**src/rtl/alu_seq_pkg.sv**
```systemverilog
// alu_seq_pkg: shared types and constants for the ALU operation sequencer.
//   alu_seq_state_e : sequencer FSM states
//   FS_*            : ALU FunSel encodings used by the sequencer
//   FLG_*           : bit positions inside the {Z,C,N,O} flag nibble
package alu_seq_pkg;

    localparam int unsigned NREQ = 2;

    typedef enum logic [1:0] {
        IDLE     = 2'd0,
        ISSUE_LO = 2'd1,
        ISSUE_HI = 2'd2,
        RESP     = 2'd3
    } alu_seq_state_e;

    localparam logic [4:0] FS_ADD16 = 5'b10100;
    localparam logic [4:0] FS_ADC16 = 5'b10101;
    localparam logic [4:0] FS_NOP   = 5'b00000;

    localparam int unsigned FLG_Z = 3;
    localparam int unsigned FLG_C = 2;
    localparam int unsigned FLG_N = 1;
    localparam int unsigned FLG_O = 0;

endpackage

```
**src/rtl/alu_seq_arb2.sv**
```systemverilog
// alu_seq_arb2: two-way grant for the ALU sequencer.
//   Clock    in  : system clock, rising edge
//   Reset    in  : synchronous active-high reset
//   ReqValid in  : per-requester valid
//   Accept   in  : a grant was taken this cycle; advances the pointer
//   Grant    out : one-hot or zero winner, only ever for a valid requester
// Macro ALU_SEQ_FIXED_PRIO_EN selects fixed priority (requester 0 first);
// otherwise round robin with a last-served pointer.
module alu_seq_arb2 (
    input  logic       Clock,
    input  logic       Reset,
    input  logic [1:0] ReqValid,
    input  logic       Accept,
    output logic [1:0] Grant
);

`ifdef ALU_SEQ_FIXED_PRIO_EN
    logic unused_fixed;
    assign unused_fixed = ^{Clock, Reset, Accept};

    always_comb begin
        Grant = 2'b00;
        if (ReqValid[0]) begin
            Grant = 2'b01;
        end else if (ReqValid[1]) begin
            Grant = 2'b10;
        end
    end
`else
    // Index of the requester served last; resets to 1 so requester 0 wins first.
    logic last_q;

    always_comb begin
        Grant = 2'b00;
        case (ReqValid)
            2'b01:   Grant = 2'b01;
            2'b10:   Grant = 2'b10;
            2'b11:   Grant = last_q ? 2'b01 : 2'b10;
            default: Grant = 2'b00;
        endcase
    end

    always_ff @(posedge Clock) begin
        if (Reset) begin
            last_q <= 1'b1;
        end else if (Accept) begin
            last_q <= Grant[1];
        end
    end
`endif

endmodule

```
**src/rtl/alu_op_sequencer.sv**
```systemverilog
// alu_op_sequencer: two-requester front end sharing one 16-bit ALU.
//   Clock, Reset         : rising-edge clock, synchronous active-high reset
//   ReqValid/ReqReady    : per-requester handshake (ready is one-hot or zero)
//   ReqFunSel/ReqA/ReqB  : per-requester FunSel and 32-bit operands
//   ReqWide              : chained 32-bit add (only honoured with FunSel ADD16)
//   RspValid             : one-cycle one-hot completion pulse to the owner
//   RspResult/RspFlags   : result and {Z,C,N,O}; hold their value outside RESP
//   AluA/AluB/AluFunSel/AluWF : registered drive to the ALU
//   AluOut/AluFlags      : combinational ALU result, registered ALU flags
// Macro ALU_SEQ_FIXED_PRIO_EN (in alu_seq_arb2) selects fixed priority.
module alu_op_sequencer
    import alu_seq_pkg::*;
(
    input  logic                  Clock,
    input  logic                  Reset,
    input  logic [NREQ-1:0]       ReqValid,
    output logic [NREQ-1:0]       ReqReady,
    input  logic [5*NREQ-1:0]     ReqFunSel,
    input  logic [32*NREQ-1:0]    ReqA,
    input  logic [32*NREQ-1:0]    ReqB,
    input  logic [NREQ-1:0]       ReqWide,
    output logic [NREQ-1:0]       RspValid,
    output logic [31:0]           RspResult,
    output logic [3:0]            RspFlags,
    output logic [15:0]           AluA,
    output logic [15:0]           AluB,
    output logic [4:0]            AluFunSel,
    output logic                  AluWF,
    input  logic [15:0]           AluOut,
    input  logic [3:0]            AluFlags
);

    alu_seq_state_e state_q;
    logic           owner_q;
    logic           wide_q;
    logic [15:0]    a_hi_q;
    logic [15:0]    b_hi_q;
    logic [15:0]    res_lo_q;
    logic [3:0]     flags_hold_q;

    logic [1:0]     grant;
    logic           accept;
    logic           gidx;
    logic [4:0]     fs_sel;
    logic [31:0]    a_sel;
    logic [31:0]    b_sel;
    logic           wide_sel;
    logic [3:0]     rsp_flags_now;

    alu_seq_arb2 u_arb (
        .Clock    (Clock),
        .Reset    (Reset),
        .ReqValid (ReqValid),
        .Accept   (accept),
        .Grant    (grant)
    );

    assign ReqReady = (state_q == IDLE) ? grant : 2'b00;
    assign accept   = |ReqReady;
    assign gidx     = grant[1];

    assign fs_sel   = gidx ? ReqFunSel[9:5] : ReqFunSel[4:0];
    assign a_sel    = gidx ? ReqA[63:32]    : ReqA[31:0];
    assign b_sel    = gidx ? ReqB[63:32]    : ReqB[31:0];
    assign wide_sel = (gidx ? ReqWide[1] : ReqWide[0]) && (fs_sel == FS_ADD16);

    // The ALU's Z only covers the last 16-bit pass, so wide ops derive Z
    // from the full 32-bit result (already in RspResult during RESP).
    always_comb begin
        rsp_flags_now = AluFlags;
        if (wide_q) begin
            rsp_flags_now[FLG_Z] = (RspResult == 32'h0);
        end
    end

    assign RspFlags = (state_q == RESP) ? rsp_flags_now : flags_hold_q;

    always_ff @(posedge Clock) begin
        if (Reset) begin
            state_q      <= IDLE;
            owner_q      <= 1'b0;
            wide_q       <= 1'b0;
            a_hi_q       <= 16'h0;
            b_hi_q       <= 16'h0;
            res_lo_q     <= 16'h0;
            flags_hold_q <= 4'h0;
            RspValid     <= 2'b00;
            RspResult    <= 32'h0;
            AluA         <= 16'h0;
            AluB         <= 16'h0;
            AluFunSel    <= FS_NOP;
            AluWF        <= 1'b0;
        end else begin
            RspValid <= 2'b00;
            unique case (state_q)
                IDLE: begin
                    if (accept) begin
                        owner_q   <= gidx;
                        wide_q    <= wide_sel;
                        a_hi_q    <= a_sel[31:16];
                        b_hi_q    <= b_sel[31:16];
                        AluA      <= a_sel[15:0];
                        AluB      <= b_sel[15:0];
                        AluFunSel <= fs_sel;
                        AluWF     <= 1'b1;
                        state_q   <= ISSUE_LO;
                    end
                end
                ISSUE_LO: begin
                    res_lo_q <= AluOut;
                    if (wide_q) begin
                        // High half consumes the carry written by the low pass.
                        AluA      <= a_hi_q;
                        AluB      <= b_hi_q;
                        AluFunSel <= FS_ADC16;
                        AluWF     <= 1'b1;
                        state_q   <= ISSUE_HI;
                    end else begin
                        AluA      <= 16'h0;
                        AluB      <= 16'h0;
                        AluFunSel <= FS_NOP;
                        AluWF     <= 1'b0;
                        RspValid  <= owner_q ? 2'b10 : 2'b01;
                        RspResult <= {16'h0000, AluOut};
                        state_q   <= RESP;
                    end
                end
                ISSUE_HI: begin
                    AluA      <= 16'h0;
                    AluB      <= 16'h0;
                    AluFunSel <= FS_NOP;
                    AluWF     <= 1'b0;
                    RspValid  <= owner_q ? 2'b10 : 2'b01;
                    RspResult <= {AluOut, res_lo_q};
                    state_q   <= RESP;
                end
                RESP: begin
                    flags_hold_q <= rsp_flags_now;
                    state_q      <= IDLE;
                end
            endcase
        end
    end

endmodule
```
**config.mk**
```make
export PLATFORM = sky130hd
export DESIGN_NAME = alu_op_sequencer
export DESIGN_NICKNAME = d
export VERILOG_FILES = /design/src/rtl/alu_seq_pkg.sv /design/src/rtl/alu_seq_arb2.sv /design/src/rtl/alu_op_sequencer.sv
export SDC_FILE = /design/constraint.sdc
export NUM_CORES = 1
export LEC_CHECK = 0
export BUFFER_PORTS_ARGS = -buffer_cell sky130_fd_sc_hd__buf_2
export CORE_ASPECT_RATIO = 1.1
export CORE_MARGIN = 2
export CORE_UTILIZATION = 49
export CTS_CLUSTER_DIAMETER = 100
export DETAILED_ROUTE_END_ITERATION = 10
export GPL_ROUTABILITY_DRIVEN = 1
export PLACE_DENSITY = 0.81
export SLEW_MARGIN = 40
export SYNTH_ARGS = -nofsm -noshare
export SYNTH_HDL_FRONTEND = slang
export SYNTH_SLANG_ARGS = --single-unit
```
**constraint.sdc**
```tcl
create_clock -name Clock -period 2.05 [get_ports Clock]
set_input_delay 0 -clock Clock [delete_from_list [all_inputs] [get_ports Clock]]
set_output_delay 0 -clock Clock [all_outputs]
set_load 0.005 [all_outputs]
```
### After elaboration in Yosys (flattened, before gate mapping)

Index checks and enable logic that the tools add are counted.

* flip-flop bits (word level): 129
* bits of input ports: 164
* logic and storage cells: 61

* eq/ne operators: 9
* mux-type cells: 29
* reduce and logical (&&, ||, !) cells: 9

Operators with widths (number)
* $mux W32: 3
* $pmux W16 S3: 2
* $mux W16: 4
* $pmux W32 S2: 1
* $logic_not A32 Y1: 1
* $mux W5: 3
* $pmux W5 S3: 1
* $mux W2: 5
* $eq A2 B2 Y1 const B: 4
* $pmux W2 S4: 1
* $pmux W2 S3: 1
* $reduce_and A2 Y1: 3
* $eq A5 B5 Y1 const B: 1
* $mux W1: 5
* $eq A2 B1 Y1 const B: 2
* $mux W4: 1
* $ne A2 B2 Y1 const B: 2
* $pmux W2 S2: 1
* $pmux W1 S3: 1
* $reduce_bool A3 Y1: 1
* $logic_not A2 Y1: 1
* $reduce_bool A2 Y1: 1
* $reduce_or A2 Y1: 1
* $logic_and A1 B1 Y1: 1

### Logic depth before layout (Yosys ltp)

* word-level depth: 6
* gate-level depth with buffers: 8
* depth with buffers taken out: 6

### By module

From an unflattened synthesis, not the netlist that was laid out.

* cell total of the unflattened synthesis: 663
* area total of the unflattened synthesis: 5888.1 um2

By module, submodules not included
* alu_op_sequencer: instances 1, cells each 657, area each 5834.3 um2, seq. area each 2562.5 um2
* alu_seq_arb2: instances 1, cells each 6, area each 53.8 um2, seq. area each 20.0 um2

### Worst setup path before layout

Ideal clock, no wire load.

* path kind: flip-flop to flip-flop
* start: register state_q[0]
* end: register AluB[4]
* setup time: 146 ps
* data arrival time: 1634 ps
* data required time: 1904 ps
* setup slack: 270 ps
* cell stages (with the launch flop): 9
* path buffers: 2
* period minus slack after synthesis: 1780 ps
* cell sequence: dfxtp_1 > inv_1 > ha_1 > or3b_4 > nor2b_4 > buf_6 > buf_6 > nor2_1 > a211oi_2

* cells in the longest elaborated chain, start to end: 5
* elaborated cells on any way between the ends: 9

Ends and longest elaborated chain
* from (decl): line alu_op_sequencer.sv:33 `alu_seq_state_e state_q;`
* from (signal assigned): line alu_op_sequencer.sv:80 `state_q <= IDLE;`
* from (signal assigned): line alu_op_sequencer.sv:106 `state_q <= ISSUE_LO;`
* from (signal assigned): line alu_op_sequencer.sv:117 `state_q <= ISSUE_HI;`
* $logic_not A2 Y1: line alu_op_sequencer.sv:58, alu_op_sequencer.sv:95
* $mux W2: line alu_op_sequencer.sv:58 `assign ReqReady = (state_q == IDLE) ? grant : 2'b00;`
* $reduce_or A2 Y1: line alu_op_sequencer.sv:59 `assign accept = |ReqReady;`
* $ne A2 B2 Y1 (no line)
* $reduce_and A2 Y1 (no line)
* to (signal assigned): line alu_op_sequencer.sv:103 `AluB <= b_sel[15:0];`
* to (signal assigned): line alu_op_sequencer.sv:114 `AluB <= b_hi_q;`
* to (decl): line alu_op_sequencer.sv:26 `output logic [15:0] AluB,`

Several ways; a longest one is shown, not always the timed one.
A chain may end at the register's enable or synchronous reset.

### Worst setup path in the final report

* start: register state_q[0]
* end: register AluA[15]

* cells in the longest elaborated chain, start to end: 5
* elaborated cells on any way between the ends: 9

Ends and longest elaborated chain
* $logic_not A2 Y1: line alu_op_sequencer.sv:58, alu_op_sequencer.sv:95
* $mux W2: line alu_op_sequencer.sv:58
* $reduce_or A2 Y1: line alu_op_sequencer.sv:59
* $ne A2 B2 Y1 (no line)
* $reduce_and A2 Y1 (no line)
* to (signal assigned): line alu_op_sequencer.sv:102 `AluA <= a_sel[15:0];`
* to (signal assigned): line alu_op_sequencer.sv:113 `AluA <= a_hi_q;`
* to (decl): line alu_op_sequencer.sv:25 `output logic [15:0] AluA,`

Several ways; a longest one is shown, not always the timed one.

==> impl_metrics.py <==
metrics = {
    "synthesis": {
        "synth_top_family_by_area": "compound AO/OA/AOI/OAI gates",
        "ys_types": 42,
        "synth-seq-cells": 129,
        "netlist_area_um2": 6110,
        "synthMuxAreaShare_pct": 6.15,
        "yosys_most_used_dff": "dfxtp_1",
        "synth_top_area_share_pct": 42.3,
        "yosysMostFrequentCell": "nand2_1",
        "synth_commonest_cells": "nand2_1 (162), dfxtp_1 (129), nor2_1 (101)",
        "seq_area_frac_synth_pct": 42.3,
        "synth_edf_count": 0,
        "synth_adder_area_share_pct": 1.02,
        "yosysWarnings": 0,
        "synthArstFlopShare_pct": 0,
        "avgSynthCellArea_um2": 8.28,
        "yosys-top-cells-area": "dfxtp_1 (42%), nand2_1 (10%), nor2_1 (6.2%)",
        "synth_top_area_cell": "dfxtp_1",
        "yosys.area_share.xor_xnor_pct": 0,
        "synth_compound_area_share_pct": 22.8,
        "synthesis.instances": 738,
        "syn-num-nets": 907,
        "yosys.area_share.simple_pct": 21.4,
    },
    "pwr": {
        "swShare_pct": 39.4,
        "p_clk_share_pct": 24.3,
        "power.density_nw_per_um2": 1390,
        "switchingPower_mw": 5.34,
        "power.leakage_nw": 4.47,
        "internal_power_mw": 8.21,
        "irDropWorstVdd_v": 0.000933,
        "power_frac_comb_pct": 46.5,
        "power_frac_seq_pct": 29.3,
    },
    "finish": {
        "area_growth_pct": 59.7,
        "nNetsFinal": 1286,
        "finish.utilization_pct": 80.7,
        "design_area_um2": 9750,
        "drive_above_1_share_pct": 29.9,
    },
    "place": {
        "globalplace.congestion": 0.854,
        "numPortBuffers": 241,
        "dp_hpwl_um": 12300,
        "placed_area_um2": 7420,
    },
    "critical_path": {
        "path_buf_inv": 2,
        "crit_family": "simple AND/OR/NAND/NOR gates",
        "required_ps": 2370,
        "worst-path-max-fanout": 19,
        "arrival_ps": 2410,
        "crit_chain": "inv_1 -> ha_2 -> or3b_4 -> buf_4 -> nand2b_2 -> a21oi_1 -> a211oi_2",
        "cp-start-kind": "flop",
        "cpPeakStageDelay_ps": 400,
        "setup.worst_path.end_class": "flop",
        "crit_path_top_delay_cell": "or3b_4",
        "crit_type": "reg2reg",
    },
    "outcome": {
        "violations": "negative setup slack",
        "status": "finished, violations left",
    },
    "route": {
        "wirelength_um": 27000,
        "avgRoutedWirePerCell_um": 20.9,
        "drcViolationCount": 0,
        "via_per_inst": 6.11,
        "dr.pass1.iters": 7,
        "ant_nets": 0,
        "drt_iter0_drc": 855,
        "vias": 7861,
    },
    "grt": {
        "grt_max_degree": 56,
        "gr-total-overflow": 0,
        "grt_pass1_wl_um": 39200,
        "met1_usage_pct": 40.0,
        "met3_usage_pct": 10.1,
        "antenna_found_initial": 2,
        "grt_pass1_vias": 7706,
        "grt_usage_pct": 36.6,
        "met2_usage_pct": 62.4,
        "grt-busiest-layer": "met2",
    },
    "floorplan": {
        "fp-row-count": 42,
        "die_y_um": 121,
        "die_w_um": 110,
        "io_pins": 242,
        "fp.coreArea_um2": 12100,
        "initial_utilization_pct": 50.5,
        "dieArea_um2": 13400,
    },
    "sta": {
        "post-route-min-period_ps": 2090,
        "setup_viol": 3,
        "hold_viol_final": 0,
        "fin_ws_ps": -41.7,
        "period_share_pct": 102,
        "drv_slew": 0,
        "timing.fmax_ghz": 0.478,
        "slew_headroom_pct": 55.0,
        "skew_ps": 10.1,
        "rsz0062_at_grt": "true",
        "tightest_slew_ps": 674,
    },
    "clock_network": {
        "cts_buffers": 17,
        "clockRootBuffer": "clkbuf_16",
        "cts.path.max_buffers": 2,
        "cts_setup_buffers": 0,
        "cts_sinks": 129,
        "clkLatencyLatePin_ps": 410,
        "path_clk_slew_ps": 60,
        "cts_tree": "yes",
        "htreeDepth": 4,
    },
    "hold_path": {
        "min_path_type": "in2reg",
    },
    "run": {
        "maxCapViolations": 0,
    },
}
[tightest hold or removal path, cell delays in order]
cell	delay, ps
buf_2	90
nand2b_1	60
o311a_1	180
nor3_1	50
[final cells by class]
cell class / count / area [µm²]
multi-input combinational: 540 / 3180
inverter: 5 / 18.8
tap: 154 / 193
antenna: 3 / 7.51
timing repair buffer: 424 / 3130
fill: 654 / 2340
clock buffer: 20 / 457
sequential: 129 / 2580
clock inverter: 12 / 181
[path summary, 6_finish.rpt]
check               from         endpoint  slack [ps]  cells past startpoint
max           state_q[0]         AluA[15]         -40                      7
min          AluFlags[3]  flags_hold_q[3]          20                      4
max reg2reg   state_q[0]         AluA[15]         -40                      7
min reg2reg        AluWF            AluWF         450                      2
[cells in the final DEF, fill, tap and decap left out, types with 2 or more instances in the layout]
master,Yosys,final
nor4_1,6,6
nor2_1,101,101
nor3_1,3,3
a21oi_1,54,54
dfxtp_1,129,128
a211o_1,2,2
ha_1,5,4
buf_2,22,240
clkbuf_16,0,18
nor4bb_1,2,2
a211oi_1,28,28
o21ai_0,3,3
mux2i_1,33,33
clkinvlp_4,0,4
buf_4,6,13
a311oi_2,0,2
nand2_1,162,162
inv_1,5,5
diode_2,0,3
clkbuf_8,0,2
buf_6,3,4
a311oi_1,35,33
nand4b_1,2,2
buf_12,3,7
nor2_2,5,5
nor2b_1,6,6
bufinv_16,0,4
a211oi_2,20,20
mux2_2,4,4
nand3_1,18,18
dlygate4sd3_1,0,155
clkinv_4,0,2
dlymetal6s4s_1,0,3
a21o_1,34,34
[power groups by stage]
stage / registers (mW) / logic [mW] / clock network (mW)
final: 3.97 / 6.30 / 3.29
after global routing: 4.03 / 6.69 / 3.43
after CTS: 3.86 / 5.60 / 3.26
after detailed placement: 3.90 / 5.11 / 0
after global placement: 3.88 / 5.00 / 0
after floorplan: 3.86 / 3.52 / 0
[cells by family (layout without fill, tap and decap cells)]
group / after synthesis / after routing
buffers and inverters: 71 / 461
muxes: 37 / 37
and+or+nand+nor: 313 / 315
adders and majority gates: 5 / 5
AOI/OAI and AO/OA: 183 / 183
DFF: 129 / 129
other: 0 / 3
[metal layers]
metal,wire [µm],up-vias
met5,0,-
met4,2190,0
met3,2840,209
met2,12800,716
met1,9110,3596
li1,-,3340
[registers in the layout (all words and copies together), names as in the netlist, 2 cells and up]
signal,cells
AluB,16
AluA,16
flags_hold_q,4
AluFunSel,5
RspValid,2
res_lo_q,16
b_hi_q,16
a_hi_q,16
RspResult,32
state_q,2
[metrics by stage]
step | setup TNS, ps | hold slack [ps] | power, mW | std cells | worst slack, ps
after floorplan | 0 | 118 | 7.38 | 738 | 270
after global placement | 0 | 264 | 8.88 | 1090 | 50.5
after detailed placement | 0 | 270 | 9.01 | 1091 | 128
after CTS | 0 | 4.64 | 12.7 | 1281 | 20.6
after global routing | -248 | 6.36 | 14.1 | 1286 | -53.2
final | -54.3 | 15.0 | 13.6 | 1287 | -41.7
[repair_timing]
item | CTS | global route
endpoints found under the hold margin | 121 | 1
hold buffers | 158 | 1
resized for setup | 0 | 15
setup endpoints to repair | 0 | 29
No activity file was read; power rests on OpenSTA's default activity.
